<file path="src/rtl/mips_ctrl_pkg.sv">
// Shared encodings for the multicycle MIPS control FSM.
// Holds the 4-bit state enum, the opcodes the controller decodes, and the
// ALUOp / ALUSrcB / PCSource mux encodings the datapath expects.
package mips_ctrl_pkg;

  typedef enum logic [3:0] {
    S_FETCH  = 4'd0,
    S_DECODE = 4'd1,
    S_MEMADR = 4'd2,
    S_MEMRD  = 4'd3,
    S_MEMWB  = 4'd4,
    S_MEMWR  = 4'd5,
    S_EXEC   = 4'd6,
    S_ALUWB  = 4'd7,
    S_BRANCH = 4'd8,
    S_ADDIEX = 4'd9,
    S_ADDIWB = 4'd10,
    S_JUMP   = 4'd11
  } state_t;

  localparam logic [5:0] OP_R    = 6'b000000;
  localparam logic [5:0] OP_LW   = 6'b100011;
  localparam logic [5:0] OP_SW   = 6'b101011;
  localparam logic [5:0] OP_BEQ  = 6'b000100;
  localparam logic [5:0] OP_ADDI = 6'b001000;
  localparam logic [5:0] OP_J    = 6'b000010;

  localparam logic [1:0] ALUOP_ADD   = 2'b00;
  localparam logic [1:0] ALUOP_SUB   = 2'b01;
  localparam logic [1:0] ALUOP_FUNCT = 2'b10;

  localparam logic [1:0] SRCB_REG   = 2'b00;  // register B
  localparam logic [1:0] SRCB_FOUR  = 2'b01;  // constant 4 (PC increment)
  localparam logic [1:0] SRCB_IMM   = 2'b10;  // sign-extended immediate
  localparam logic [1:0] SRCB_IMMSH = 2'b11;  // immediate << 2 (branch offset)

  localparam logic [1:0] PCSRC_ALU    = 2'b00;  // ALU result this cycle
  localparam logic [1:0] PCSRC_ALUOUT = 2'b01;  // registered branch target
  localparam logic [1:0] PCSRC_JUMP   = 2'b10;  // jump target

endpackage

</file>
<file path="src/rtl/mips_multicycle_control.sv">
// Moore control FSM for the shared-ALU / shared-memory multicycle MIPS datapath.
// Ports:
//   clk, rst_n      - clock, synchronous active-low reset
//   opcode          - instruction-register opcode, sampled in DECODE and MEMADR
//   mem_ready       - memory access completes this cycle (FETCH/MEMRD/MEMWR)
//   PCWrite..ALUSrcA, ALUSrcB, ALUOp, PCSource - datapath controls
//   instr_done      - pulse in the last cycle of each retired instruction
//   illegal_op      - pulse in DECODE for an unsupported opcode
//   state_o         - current state encoding for debug
module mips_multicycle_control
  import mips_ctrl_pkg::*;
#(
  parameter int OPCODE_W = 6,
  parameter bit EN_ADDI  = 1'b1,
  parameter bit EN_JUMP  = 1'b1,
  parameter bit MEM_HS   = 1'b1
) (
  input  logic                clk,
  input  logic                rst_n,
  input  logic [OPCODE_W-1:0] opcode,
  input  logic                mem_ready,
  output logic                PCWrite,
  output logic                PCWriteCond,
  output logic                IorD,
  output logic                MemRead,
  output logic                MemWrite,
  output logic                IRWrite,
  output logic                MemtoReg,
  output logic                RegDst,
  output logic                RegWrite,
  output logic                ALUSrcA,
  output logic [1:0]          ALUSrcB,
  output logic [1:0]          ALUOp,
  output logic [1:0]          PCSource,
  output logic                instr_done,
  output logic                illegal_op,
  output logic [3:0]          state_o
);

  state_t stateQ;
  state_t stateNext;
  state_t target;
  logic   memReady;

  assign memReady = MEM_HS ? mem_ready : 1'b1;

  function automatic logic opIs(input logic [OPCODE_W-1:0] op, input logic [5:0] code);
    return op == OPCODE_W'(code);
  endfunction

  // Dispatch target out of DECODE; S_FETCH marks an unsupported opcode.
  function automatic state_t decodeTarget(input logic [OPCODE_W-1:0] op);
    state_t t;
    t = S_FETCH;
    if (opIs(op, OP_R))                             t = S_EXEC;
    else if (opIs(op, OP_LW) || opIs(op, OP_SW))    t = S_MEMADR;
    else if (opIs(op, OP_BEQ))                      t = S_BRANCH;
    else if (EN_ADDI && opIs(op, OP_ADDI))          t = S_ADDIEX;
    else if (EN_JUMP && opIs(op, OP_J))             t = S_JUMP;
    return t;
  endfunction

  always_ff @(posedge clk) begin
    if (!rst_n) stateQ <= S_FETCH;
    else        stateQ <= stateNext;
  end

  // Output decode and next state. Everything stays 0 while reset is held,
  // so an aborted instruction cannot emit a write strobe or retire pulse.
  always_comb begin
    PCWrite     = 1'b0;
    PCWriteCond = 1'b0;
    IorD        = 1'b0;
    MemRead     = 1'b0;
    MemWrite    = 1'b0;
    IRWrite     = 1'b0;
    MemtoReg    = 1'b0;
    RegDst      = 1'b0;
    RegWrite    = 1'b0;
    ALUSrcA     = 1'b0;
    ALUSrcB     = SRCB_REG;
    ALUOp       = ALUOP_ADD;
    PCSource    = PCSRC_ALU;
    instr_done  = 1'b0;
    illegal_op  = 1'b0;
    stateNext   = S_FETCH;
    target      = decodeTarget(opcode);
    state_o     = rst_n ? stateQ : S_FETCH;
    if (rst_n) begin
      case (stateQ)
        S_FETCH: begin
          MemRead = 1'b1;
          ALUSrcB = SRCB_FOUR;
          // PC and IR load only on the completing cycle, so a stalled fetch
          // increments the PC exactly once.
          IRWrite   = memReady;
          PCWrite   = memReady;
          stateNext = memReady ? S_DECODE : S_FETCH;
        end
        S_DECODE: begin
          ALUSrcB    = SRCB_IMMSH;
          illegal_op = (target == S_FETCH);
          stateNext  = target;
        end
        S_MEMADR: begin
          ALUSrcA = 1'b1;
          ALUSrcB = SRCB_IMM;
          if (opIs(opcode, OP_SW))      stateNext = S_MEMWR;
          else if (opIs(opcode, OP_LW)) stateNext = S_MEMRD;
          else                          stateNext = S_FETCH;
        end
        S_MEMRD: begin
          MemRead   = 1'b1;
          IorD      = 1'b1;
          stateNext = memReady ? S_MEMWB : S_MEMRD;
        end
        S_MEMWB: begin
          MemtoReg   = 1'b1;
          RegWrite   = 1'b1;
          instr_done = 1'b1;
        end
        S_MEMWR: begin
          MemWrite   = 1'b1;
          IorD       = 1'b1;
          instr_done = memReady;
          stateNext  = memReady ? S_FETCH : S_MEMWR;
        end
        S_EXEC: begin
          ALUSrcA   = 1'b1;
          ALUOp     = ALUOP_FUNCT;
          stateNext = S_ALUWB;
        end
        S_ALUWB: begin
          RegDst     = 1'b1;
          RegWrite   = 1'b1;
          instr_done = 1'b1;
        end
        S_BRANCH: begin
          ALUSrcA     = 1'b1;
          ALUOp       = ALUOP_SUB;
          PCWriteCond = 1'b1;
          PCSource    = PCSRC_ALUOUT;
          instr_done  = 1'b1;
        end
        S_ADDIEX: begin
          ALUSrcA   = 1'b1;
          ALUSrcB   = SRCB_IMM;
          stateNext = S_ADDIWB;
        end
        S_ADDIWB: begin
          RegWrite   = 1'b1;
          instr_done = 1'b1;
        end
        S_JUMP: begin
          PCWrite    = 1'b1;
          PCSource   = PCSRC_JUMP;
          instr_done = 1'b1;
        end
        default: stateNext = S_FETCH;
      endcase
    end
  end

endmodule

</file>
<file path="config.mk">
export PLATFORM = sky130hd
export DESIGN_NAME = mips_multicycle_control
export DESIGN_NICKNAME = d
export VERILOG_FILES = /design/src/rtl/mips_ctrl_pkg.sv /design/src/rtl/mips_multicycle_control.sv
export SDC_FILE = /design/constraint.sdc
export NUM_CORES = 1
export LEC_CHECK = 0
export ABC_AREA = 1
export CAP_MARGIN = 20
export CORE_AREA = 8 8 58 60
export DETAILED_ROUTE_END_ITERATION = 10
export DIE_AREA = 0 0 66 68
export PLACE_DENSITY = 0.59
export RECOVER_POWER = 25
export SETUP_SLACK_MARGIN = 0.3
export SLEW_MARGIN = 10
export SYNTH_ARGS = -nofsm -noshare
export SYNTH_HDL_FRONTEND = slang
export SYNTH_SLANG_ARGS = --single-unit
</file>
<file path="constraint.sdc">
create_clock -name clk -period 3.1 [get_ports clk]
set_input_delay 0.62 -clock clk [delete_from_list [all_inputs] [get_ports clk]]
set_output_delay 0.62 -clock clk [all_outputs]
set_load 0.05 [all_outputs]
</file>
==> impl_results.md, run 1 <==
* Result of the run: completed
* Clock Skew at 1.07 ps
* Antenna Violating Nets Remaining at 0
* Biggest regs: stateQ: 4 flops
* Count of unresolved DRC violations after routing at 0
* Buffer depth of the longest clock path at 2
* First-pass GRT wire length at 3090 um
* Worst-skew pair later-pin latency at 240 ps
* Final net count at 159
* Sort of element at the start of the critical path: input port
* P per Cell Area at 195 nW/um^2
* Total vias in the final route at 795
* Post-synthesis cell count at 118
* Highest fanout seen on the critical path at 5
* Number of fill cells at 296
* Highest ir drop seen on vdd at 0.0873 mV
* Kind of end point of the critical path: output port
* CTS root buffer: sky130_fd_sc_hd__clkbuf_4
* Die height at 68 um
* Sum of routed wire length over all layers at 1830 um
* # IOs at 31
* Final WS setup at 465 ps
* Width of the chip at 66 um
* Leakage power total at 0.543 nW
* Number of antenna repair diodes at 0
* Proportion of synthesized chip area in sequential cells at 0.138
* Total count of max-transition violations in the final report at 0
* Worst slack at placement at 490 ps
* Most Frequent Cell on Critical Path: sky130_fd_sc_hd__nand3_1
* Cell type contributing the most total cell area after synthesis: sky130_fd_sc_hd__nand2_1
* Syn. warnings at 0
* Post_cts resized at 0
* Share of final-layout standard cells stronger than drive strength 1 at 0.196
* Total half-perimeter wirelength after legalization and detailed placement at 1560 um
* Total nets after synthesis at 127
* Ranking of synthesized cells by area: sky130_fd_sc_hd__nand2_1 19%, sky130_fd_sc_hd__nor2_1 17%, sky130_fd_sc_hd__dfxtp_1 14%
* CTS tree: yes
* Final critical path time including I/O delays and setup at 2630 ps
* Global router's overall resource usage at 0.0839
* Floorplan Core Area at 2570 um^2
* Path class of the lowest-slack min-delay path: register to register
* Count of buffers inserted at the top-level ports at 30
* Global-route congestion overflow total at 0
* Flip-flop count of the largest register after layout at 4
* Storage element area at 80.1 um^2
* Biggest register: stateQ
* Count of cells along the worst register-to-register path at 6
* Cell with the largest stage delay on the worst path: sky130_fd_sc_hd__dlygate4sd3_1
* Number of antenna violations at the first check in global routing at 0
* Longest individual stage delay on the worst path at 550 ps
* Clock buffer count from CTS at 3
* Global placement routability congestion at 0.869
* Non-Filler Instances at 179
* Hold violation total from the final report at 0
* Final total negative setup slack at 0 ps
* Instance count along the most critical hold path at 2
* Tcrit/Tclk final at 0.850
* Fmax at 380 MHz
* Footprint of the multi-input gates at 398 um^2
* Number of setup buffers added after CTS at 0
* Unrepaired setup endpoints after global routing: false
* Critical Path, Cell by Cell: dlygate4sd3_1 -> nor2_1 -> nand3_1 -> nand3_1 -> nor3_1 -> buf_12
* Final Setup Violations at 0
* Netlist area before placement at 582 um^2
* CTS Sinks at 4
* Slew at the pin with the worst max-slew slack at 597 ps
* Share of the synthesized area in the top cell type at 0.194
* Max Cap Viol at 0
* Total Die Area at 4490 um^2
* Count of state elements after synthesis at 4
* Pin count of the biggest net entering global routing at 12
* Starting density of the core at 0.227
* Post-route total power at 0.200 mW
* Placed cells at 176
* Standard-cell rows at 19
* Syn Area/Cell at 4.93 um^2
* Number of H-tree levels at 1
* Required time of the critical path at 2480 ps
* Vias in the first global route at 784
* CP arrival at 2010 ps
* Distinct cells, synth at 18
* Growth of design area from synthesis to finish at 76.3%
* Detailed-route wire length per cell at 10.2 um
* Number of violations reported at the end of detailed-routing iteration 0 at 13
* Clock slew at the register clock pins of the worst setup and hold paths at 40 ps
* Max-Slew Margin vs Limit at 0.603
* Number of iterations in the first detailed-routing pass at 3
* CTS Hold Buffers Added at 0
* Category of the most critical setup path: input port to output port
* Detailed-route vias per instance at 4.44
## worst max-delay path: cells and delay by family
| kind | cells | cell delay (ps) |
|---|---|---|
| and+or+nand+nor | 4 | 650 |
| buffers and inverters | 2 | 740 |
## stage by stage
step / utilization / hold slack (ps) / cell area, um^2
floorplan: - / 600 / 587
global placement: 0.394 / 662 / 1010
detailed placement: 0.394 / 643 / 1010
CTS: 0.403 / 648 / 1030
global route: 0.400 / 678 / 1030
finish: 0.400 / 651 / 1030
## layer usage
layer / vias up / track usage / part of all wire
met5: - / 0 / 0
met4: 0 / 0.0587 / 0
met3: 0 / 0.0180 / 0.063
met2: 21 / 0.151 / 0.49
met1: 345 / 0.0858 / 0.44
li1: 429 / - / -
## Yosys cell counts
master                      n
sky130_fd_sc_hd__buf_4      2
sky130_fd_sc_hd__nor2_4     1
sky130_fd_sc_hd__nand3_1   13
sky130_fd_sc_hd__nor3_1     4
sky130_fd_sc_hd__nand4_1    2
sky130_fd_sc_hd__o21ai_1    1
sky130_fd_sc_hd__dfxtp_1    4
sky130_fd_sc_hd__a221oi_1   1
sky130_fd_sc_hd__o21ai_0    3
sky130_fd_sc_hd__nor2_2     2
sky130_fd_sc_hd__a21oi_1    4
sky130_fd_sc_hd__buf_6      1
sky130_fd_sc_hd__nor2_1    27
sky130_fd_sc_hd__clkbuf_1   1
sky130_fd_sc_hd__inv_2      1
sky130_fd_sc_hd__inv_1     20
sky130_fd_sc_hd__o221ai_1   1
sky130_fd_sc_hd__nand2_1   30
## placed cells by master (no fill, tap or decap), types with 4 or more instances in the layout
master	instances
sky130_fd_sc_hd__nand2_1	30
sky130_fd_sc_hd__nor2_1	27
sky130_fd_sc_hd__inv_1	20
sky130_fd_sc_hd__nand3_1	13
sky130_fd_sc_hd__buf_12	13
sky130_fd_sc_hd__buf_4	8
sky130_fd_sc_hd__clkdlybuf4s50_1	7
sky130_fd_sc_hd__a21oi_1	4
sky130_fd_sc_hd__dfxtp_1	4
## worst paths after layout
check,startpoint,end,slack (ps)
max,opcode[5],illegal_op,470
min,stateQ[3],stateQ[3],650
max reg2reg,stateQ[1],stateQ[1],1880
min reg2reg,stateQ[3],stateQ[3],650
## layout make-up
cell class              instances  share of cell area
clock buffers                   3              0.0220
inverters                      21              0.0768
multi-input cells              89               0.388
flip-flops and latches          4              0.0780
well taps                      31              0.0378
repair buffers                 31               0.398
## kinds of logic after synthesis
family / Yosys count / synth area share
DFF: 4 / 0.138
buffers and inverters: 25 / 0.187
and+or+nand+nor: 79 / 0.576
AOI/OAI and AO/OA: 10 / 0.0989
## report_power, final
part           internal, mW  switching, mW
Combinational        0.0328         0.0479
Clock                0.0434         0.0220
Sequential           0.0528        0.00138
No activity file was read; power rests on OpenSTA's default activity.
==> run 2: changes to the inputs <==
- clock period: 3.1 -> 2.5 ns (I/O delays scaled with it)
==> impl_results.md, run 2 (synthesis results as in run 1) <==
* Result of the run: completed
* Number of fill cells at 271
* CP arrival at 1710 ps
* Detailed-route vias per instance at 4.55
* Share of final-layout standard cells stronger than drive strength 1 at 0.257
* Post-route total power at 0.251 mW
* Most common cell after layout, fill and taps aside: sky130_fd_sc_hd__nand2_1
* Storage element area at 80.1 um^2
* Placed cells at 176
* Number of H-tree levels at 1
* Hold violation total from the final report at 0
* Required time of the critical path at 2000 ps
* Global-route congestion overflow total at 0
* Path class of the lowest-slack min-delay path: register to register
* Design Area, Final at 1170 um^2
* Max-Slew Margin vs Limit at 0.602
* Detailed-route wire length per cell at 11.0 um
* Growth of design area from synthesis to finish at 101%
* Biggest register: stateQ
* Commonest non-fill, non-tap cells in the layout: 30 x sky130_fd_sc_hd__nand2_1, 25 x sky130_fd_sc_hd__nor2_1, 21 x sky130_fd_sc_hd__buf_12
* Clock group share of total power at 0.305
* Non-Filler Instances at 179
* Proportion of power drawn by combinational gates at 0.427
* Sort of element at the start of the critical path: input port
* Final total negative setup slack at 0 ps
* Met1 Wirelength at 838 um
* Kind of cell adding the most delay to the critical path: buffers and inverters
* Pin count of the biggest net entering global routing at 12
* Critical Path, Cell by Cell: dlygate4sd2_1 -> clkbuf_1 -> nand2_1 -> inv_1 -> clkbuf_1
* Total count of max-transition violations in the final report at 0
* CTS Hold Buffers Added at 0
* Met2 wire len at 943 um
* Slew at the pin with the worst max-slew slack at 600 ps
* Total vias in the final route at 815
* Startpoint of the worst-slack reg-to-reg timing path: stateQ[1]
* # IOs at 31
* Levels on crit path at 5
* Switching power as a share of total power at 0.357
* Global router's overall resource usage at 0.0914
* Startpoint of the tightest hold check path: stateQ[3]
* Highest ir drop seen on vdd at 0.156 mV
* Longest individual stage delay on the worst path at 460 ps
* Sum of routed wire length over all layers at 1970 um
* Biggest regs: stateQ: 4 flops
* Count of unresolved DRC violations after routing at 0
* Count of cells along the worst register-to-register path at 6
* Clock slew at the register clock pins of the worst setup and hold paths at 30 ps
* Highest routing layer actually used: met3
* Cell with the largest stage delay on the worst path: sky130_fd_sc_hd__clkbuf_1
* Sw Pwr at 0.0897 mW
* Worst-skew pair later-pin latency at 230 ps
* Instance count along the most critical hold path at 2
* Fmax at 453 MHz
* Total Die Area at 4490 um^2
* Die height at 68 um
* Vias in the first global route at 807
* Clock Skew at 5.19 ps
* Leakage power total at 0.592 nW
* WP buf/inv at 4
* Number of violations reported at the end of detailed-routing iteration 0 at 28
* Standard-cell rows at 19
* Unrepaired setup endpoints after global routing: false
* Antenna Violating Nets Remaining at 0
* Starting density of the core at 0.227
* Number of setup buffers added after CTS at 0
* Int Power at 0.162 mW
* Flip-flop count of the largest register after layout at 4
* Buffer depth of the longest clock path at 2
* CTS tree: yes
* Post_cts resized at 17
* CTS root buffer: sky130_fd_sc_hd__clkbuf_4
* Number of antenna violations at the first check in global routing at 0
* Final Setup Violations at 0
* Kind of end point of the critical path: output port
* Max Cap Viol at 0
* Category of the most critical setup path: input port to output port
* Count of buffers inserted at the top-level ports at 30
* Tcrit/Tclk final at 0.883
* Floorplan Core Area at 2570 um^2
* Number of iterations in the first detailed-routing pass at 4
* Part of the power in registers at 0.268
* Clock buffer count from CTS at 3
* Placed instance area at 1140 um^2
* Total half-perimeter wirelength after legalization and detailed placement at 1690 um
* Global placement routability congestion at 0.957
* CTS Sinks at 4
* First-pass GRT wire length at 3400 um
* Number of antenna repair diodes at 0
* Footprint of the multi-input gates at 452 um^2
* Highest fanout seen on the critical path at 7
* Final critical path time including I/O delays and setup at 2210 ps
* P per Cell Area at 214 nW/um^2
* Met3 WL post-DR at 185 um
* Width of the chip at 66 um
* Final net count at 159
* Timing startpoint of the critical path: rst_n
* Most Frequent Cell on Critical Path: sky130_fd_sc_hd__clkbuf_1
==> run 2: cell types whose count changed in the layout (fill, tap and decap cells not counted), sizes merged <==
| cell | delta |
|---|---|
| clkdlybuf4s50 | -7 |
| dlygate4sd2 | +7 |
==> run 2: final timing paths <==
path         slack, ps          to
max                290  state_o[2]
min                660   stateQ[3]
max reg2reg       1270   stateQ[1]
min reg2reg        660   stateQ[3]
==> run 2: cell type report <==
class / instances / area share
timing repair buffer: 31 / 0.426
multi-input combinational: 89 / 0.386
sequential: 4 / 0.0684
inverter: 21 / 0.0673
tap: 31 / 0.0331
clock buffer: 3 / 0.0192
==> run 2: power groups by stage <==
stage	Sequential [mW]	Combinational [mW]	Clock, mW
2_1_floorplan	0.0677	0.0562	0
3_3_place_gp	0.0682	0.108	0
3_5_place_dp	0.0682	0.109	0
6_report	0.0673	0.107	0.0767
4_1_cts	0.0673	0.110	0.0801
5_1_grt	0.0675	0.115	0.0848
==> run 2: worst register-to-register path, stage by stage (launching register included) <==
cell and delay (ps):
sky130_fd_sc_hd__dfxtp_1 470, sky130_fd_sc_hd__nand2_1 170, sky130_fd_sc_hd__nor2_2 200, sky130_fd_sc_hd__nand3_1 90
sky130_fd_sc_hd__nand2_1 70, sky130_fd_sc_hd__nor2_1 40, sky130_fd_sc_hd__a21oi_1 130
==> run 2: per-layer routing <==
metal  up-vias  GRT usage
li1        429          -
met1       358      0.105
met2        28      0.166
met3         0     0.0229
met4         0     0.0240
met5         -          0
==> run 2: through the flow <==
stage | setup WS (ps) | utilization | hold WS, ps
after global placement | 217 | 0.444 | 655
after detailed placement | 155 | 0.444 | 660
final | 291 | 0.456 | 662
after global routing | 213 | 0.456 | 720
after floorplan | 236 | - | 610
after CTS | 430 | 0.466 | 662
==> run 3: changes to the inputs <==
- clock period: 2.5 -> 2.84 ns (I/O delays scaled with it)
==> impl_results.md, run 3 (synthesis results as in run 1) <==
* Result of the run: completed
* Growth of design area from synthesis to finish at 101%
* Final total negative setup slack at 0 ps
* First-pass GRT wire length at 3280 um
* Startpoint of the worst-slack reg-to-reg timing path: stateQ[1]
* Biggest register: stateQ
* Detailed-route vias per instance at 4.57
* Most common cell after layout, fill and taps aside: sky130_fd_sc_hd__nand2_1
* Required time of the critical path at 2270 ps
* Pin count of the biggest net entering global routing at 12
* Cell with the largest stage delay on the worst path: sky130_fd_sc_hd__dlygate4sd3_1
* CTS root buffer: sky130_fd_sc_hd__clkbuf_4
* Footprint of the multi-input gates at 409 um^2
* Worst-skew pair later-pin latency at 230 ps
* Kind of end point of the critical path: output port
* Worst-case hold slack at 730 ps
* Critical register-to-register path endpoint: stateQ[1]
* P per Cell Area at 194 nW/um^2
* Number of H-tree levels at 1
* Fmax at 397 MHz
* Final critical path time including I/O delays and setup at 2520 ps
* Path class of the lowest-slack min-delay path: register to register
* Clock Skew at 3.09 ps
* Total half-perimeter wirelength after legalization and detailed placement at 1640 um
* Startpoint of the tightest hold check path: stateQ[3]
* Instance count along the most critical hold path at 2
* Category of the most critical setup path: input port to output port
* Final design utilization at 0.456
* Count of cells along the worst register-to-register path at 6
* Number of antenna violations at the first check in global routing at 0
* Share of final-layout standard cells stronger than drive strength 1 at 0.238
* Unrepaired setup endpoints after global routing: false
* Final Setup Violations at 0
* Placed cells at 176
* Global-route congestion overflow total at 0
* Non-Filler Instances at 182
* Global router's overall resource usage at 0.0883
* WP buf/inv at 2
* Detailed-route wire length per cell at 10.9 um
* Max-Slew Margin vs Limit at 0.737
* Biggest regs: stateQ: 4 flops
* Sum of routed wire length over all layers at 1980 um
* Storage element area at 80.1 um^2
* Number of iterations in the first detailed-routing pass at 4
* Die height at 68 um
* Width of the chip at 66 um
* Number of violations reported at the end of detailed-routing iteration 0 at 18
* Total Die Area at 4490 um^2
* Commonest non-fill, non-tap cells in the layout: 30 x sky130_fd_sc_hd__nand2_1, 27 x sky130_fd_sc_hd__nor2_1, 22 x sky130_fd_sc_hd__buf_12
* Highest ir drop seen on vdd at 0.204 mV
* Post-route total power at 0.227 mW
* Antenna Violating Nets Remaining at 0
* Global placement routability congestion at 0.826
* Hold violation total from the final report at 0
* CTS tree: yes
* Standard-cell rows at 19
* Endpoint with the worst hold slack: stateQ[3]
* Slew at the pin with the worst max-slew slack at 395 ps
* Clock slew at the register clock pins of the worst setup and hold paths at 40 ps
* Floorplan Core Area at 2570 um^2
* Total vias in the final route at 832
* Number of fill cells at 276
* Most Frequent Cell on Critical Path: sky130_fd_sc_hd__nand3_1
* Buffer depth of the longest clock path at 2
* Highest fanout seen on the critical path at 5
* Sort of element at the start of the critical path: input port
* Count of unresolved DRC violations after routing at 0
* Number of antenna repair diodes at 0
* Vias in the first global route at 815
* Tcrit/Tclk final at 0.886
* Max Cap Viol at 0
* Starting density of the core at 0.227
* Total count of max-transition violations in the final report at 0
* # IOs at 31
* Flip-flop count of the largest register after layout at 4
* Critical Path, Cell by Cell: dlygate4sd3_1 -> nor2_1 -> nand3_1 -> nand3_1 -> nor3_2 -> buf_12
* Kind of cell adding the most delay to the critical path: buffers and inverters
* Longest individual stage delay on the worst path at 570 ps
* Leakage power total at 0.580 nW
* Count of buffers inserted at the top-level ports at 30
* CTS Hold Buffers Added at 0
* Clock buffer count from CTS at 3
* Final net count at 162
* CP arrival at 1950 ps
* Reg2Reg Setup Slack at 1580 ps
* CTS Sinks at 4
==> run 3: cell types whose count changed in the layout (fill, tap and decap cells not counted), moves of 2 or more <==
cell,change
sky130_fd_sc_hd__dlygate4sd2_1,-7
sky130_fd_sc_hd__nand3_1,+3
sky130_fd_sc_hd__clkdlybuf4s50_1,+6
sky130_fd_sc_hd__nor2_1,+2
sky130_fd_sc_hd__nand3_2,-3
sky130_fd_sc_hd__buf_4,+2
sky130_fd_sc_hd__nor3_4,-2
==> run 3: worst max path at each step <==
stage | startpoint | endpoint | cells past startpoint
final | opcode[4] | illegal_op | 6
after global routing | opcode[4] | illegal_op | 6
after CTS | opcode[4] | illegal_op | 6
after detailed placement | rst_n | IorD | 4
after global placement | opcode[2] | illegal_op | 6
after floorplan | opcode[5] | illegal_op | 4
==> run 3: worst register-to-register path: stages, from the launching register on <==
cell                      delay (ps)
sky130_fd_sc_hd__dfxtp_1         470
sky130_fd_sc_hd__nand2_1         180
sky130_fd_sc_hd__nor2_2          210
sky130_fd_sc_hd__nand3_1          90
sky130_fd_sc_hd__nand2_1          70
sky130_fd_sc_hd__nor2_1           40
sky130_fd_sc_hd__a21oi_1         130
==> run 3: where the power goes <==
| group | switching (mW) | internal (mW) |
|---|---|---|
| Clock | 0.0234 | 0.0473 |
| Sequential | 0.00158 | 0.0576 |
| Combinational | 0.0558 | 0.0414 |
==> run 3: area by class of cell <==
cell class | count | area share
tap | 31 | 0.0331
sequential | 4 | 0.0684
clock buffer | 3 | 0.0192
multi-input combinational | 89 | 0.349
timing repair buffer | 34 | 0.459
inverter | 21 | 0.0705
==> run 3: routing by layer <==
metal	up-vias	GRT usage	part of all wire	routed length, um
met5	-	0	0	0
met1	370	0.0906	0.42	834
li1	434	-	-	-
met4	0	0.0240	0.0071	14
met3	2	0.0311	0.080	158
met2	26	0.167	0.49	975
==> run 3: through the flow <==
stage	worst slack, ps	instance area [um^2]
final	324	1170
after floorplan	344	593
after CTS	320	1150
after detailed placement	271	1130
after global placement	331	1130
after global routing	241	1170
==> run 3: repair_timing <==
| action | 4_1_cts | 5_1_grt |
|---|---|---|
| buffers inserted | 0 | 3 |
| gates resized for setup | 1 | 3 |
| pin swaps | 0 | 0 |
| endpoints found under the hold margin | 0 | 0 |
| setup endpoints to repair | 1 | 11 |
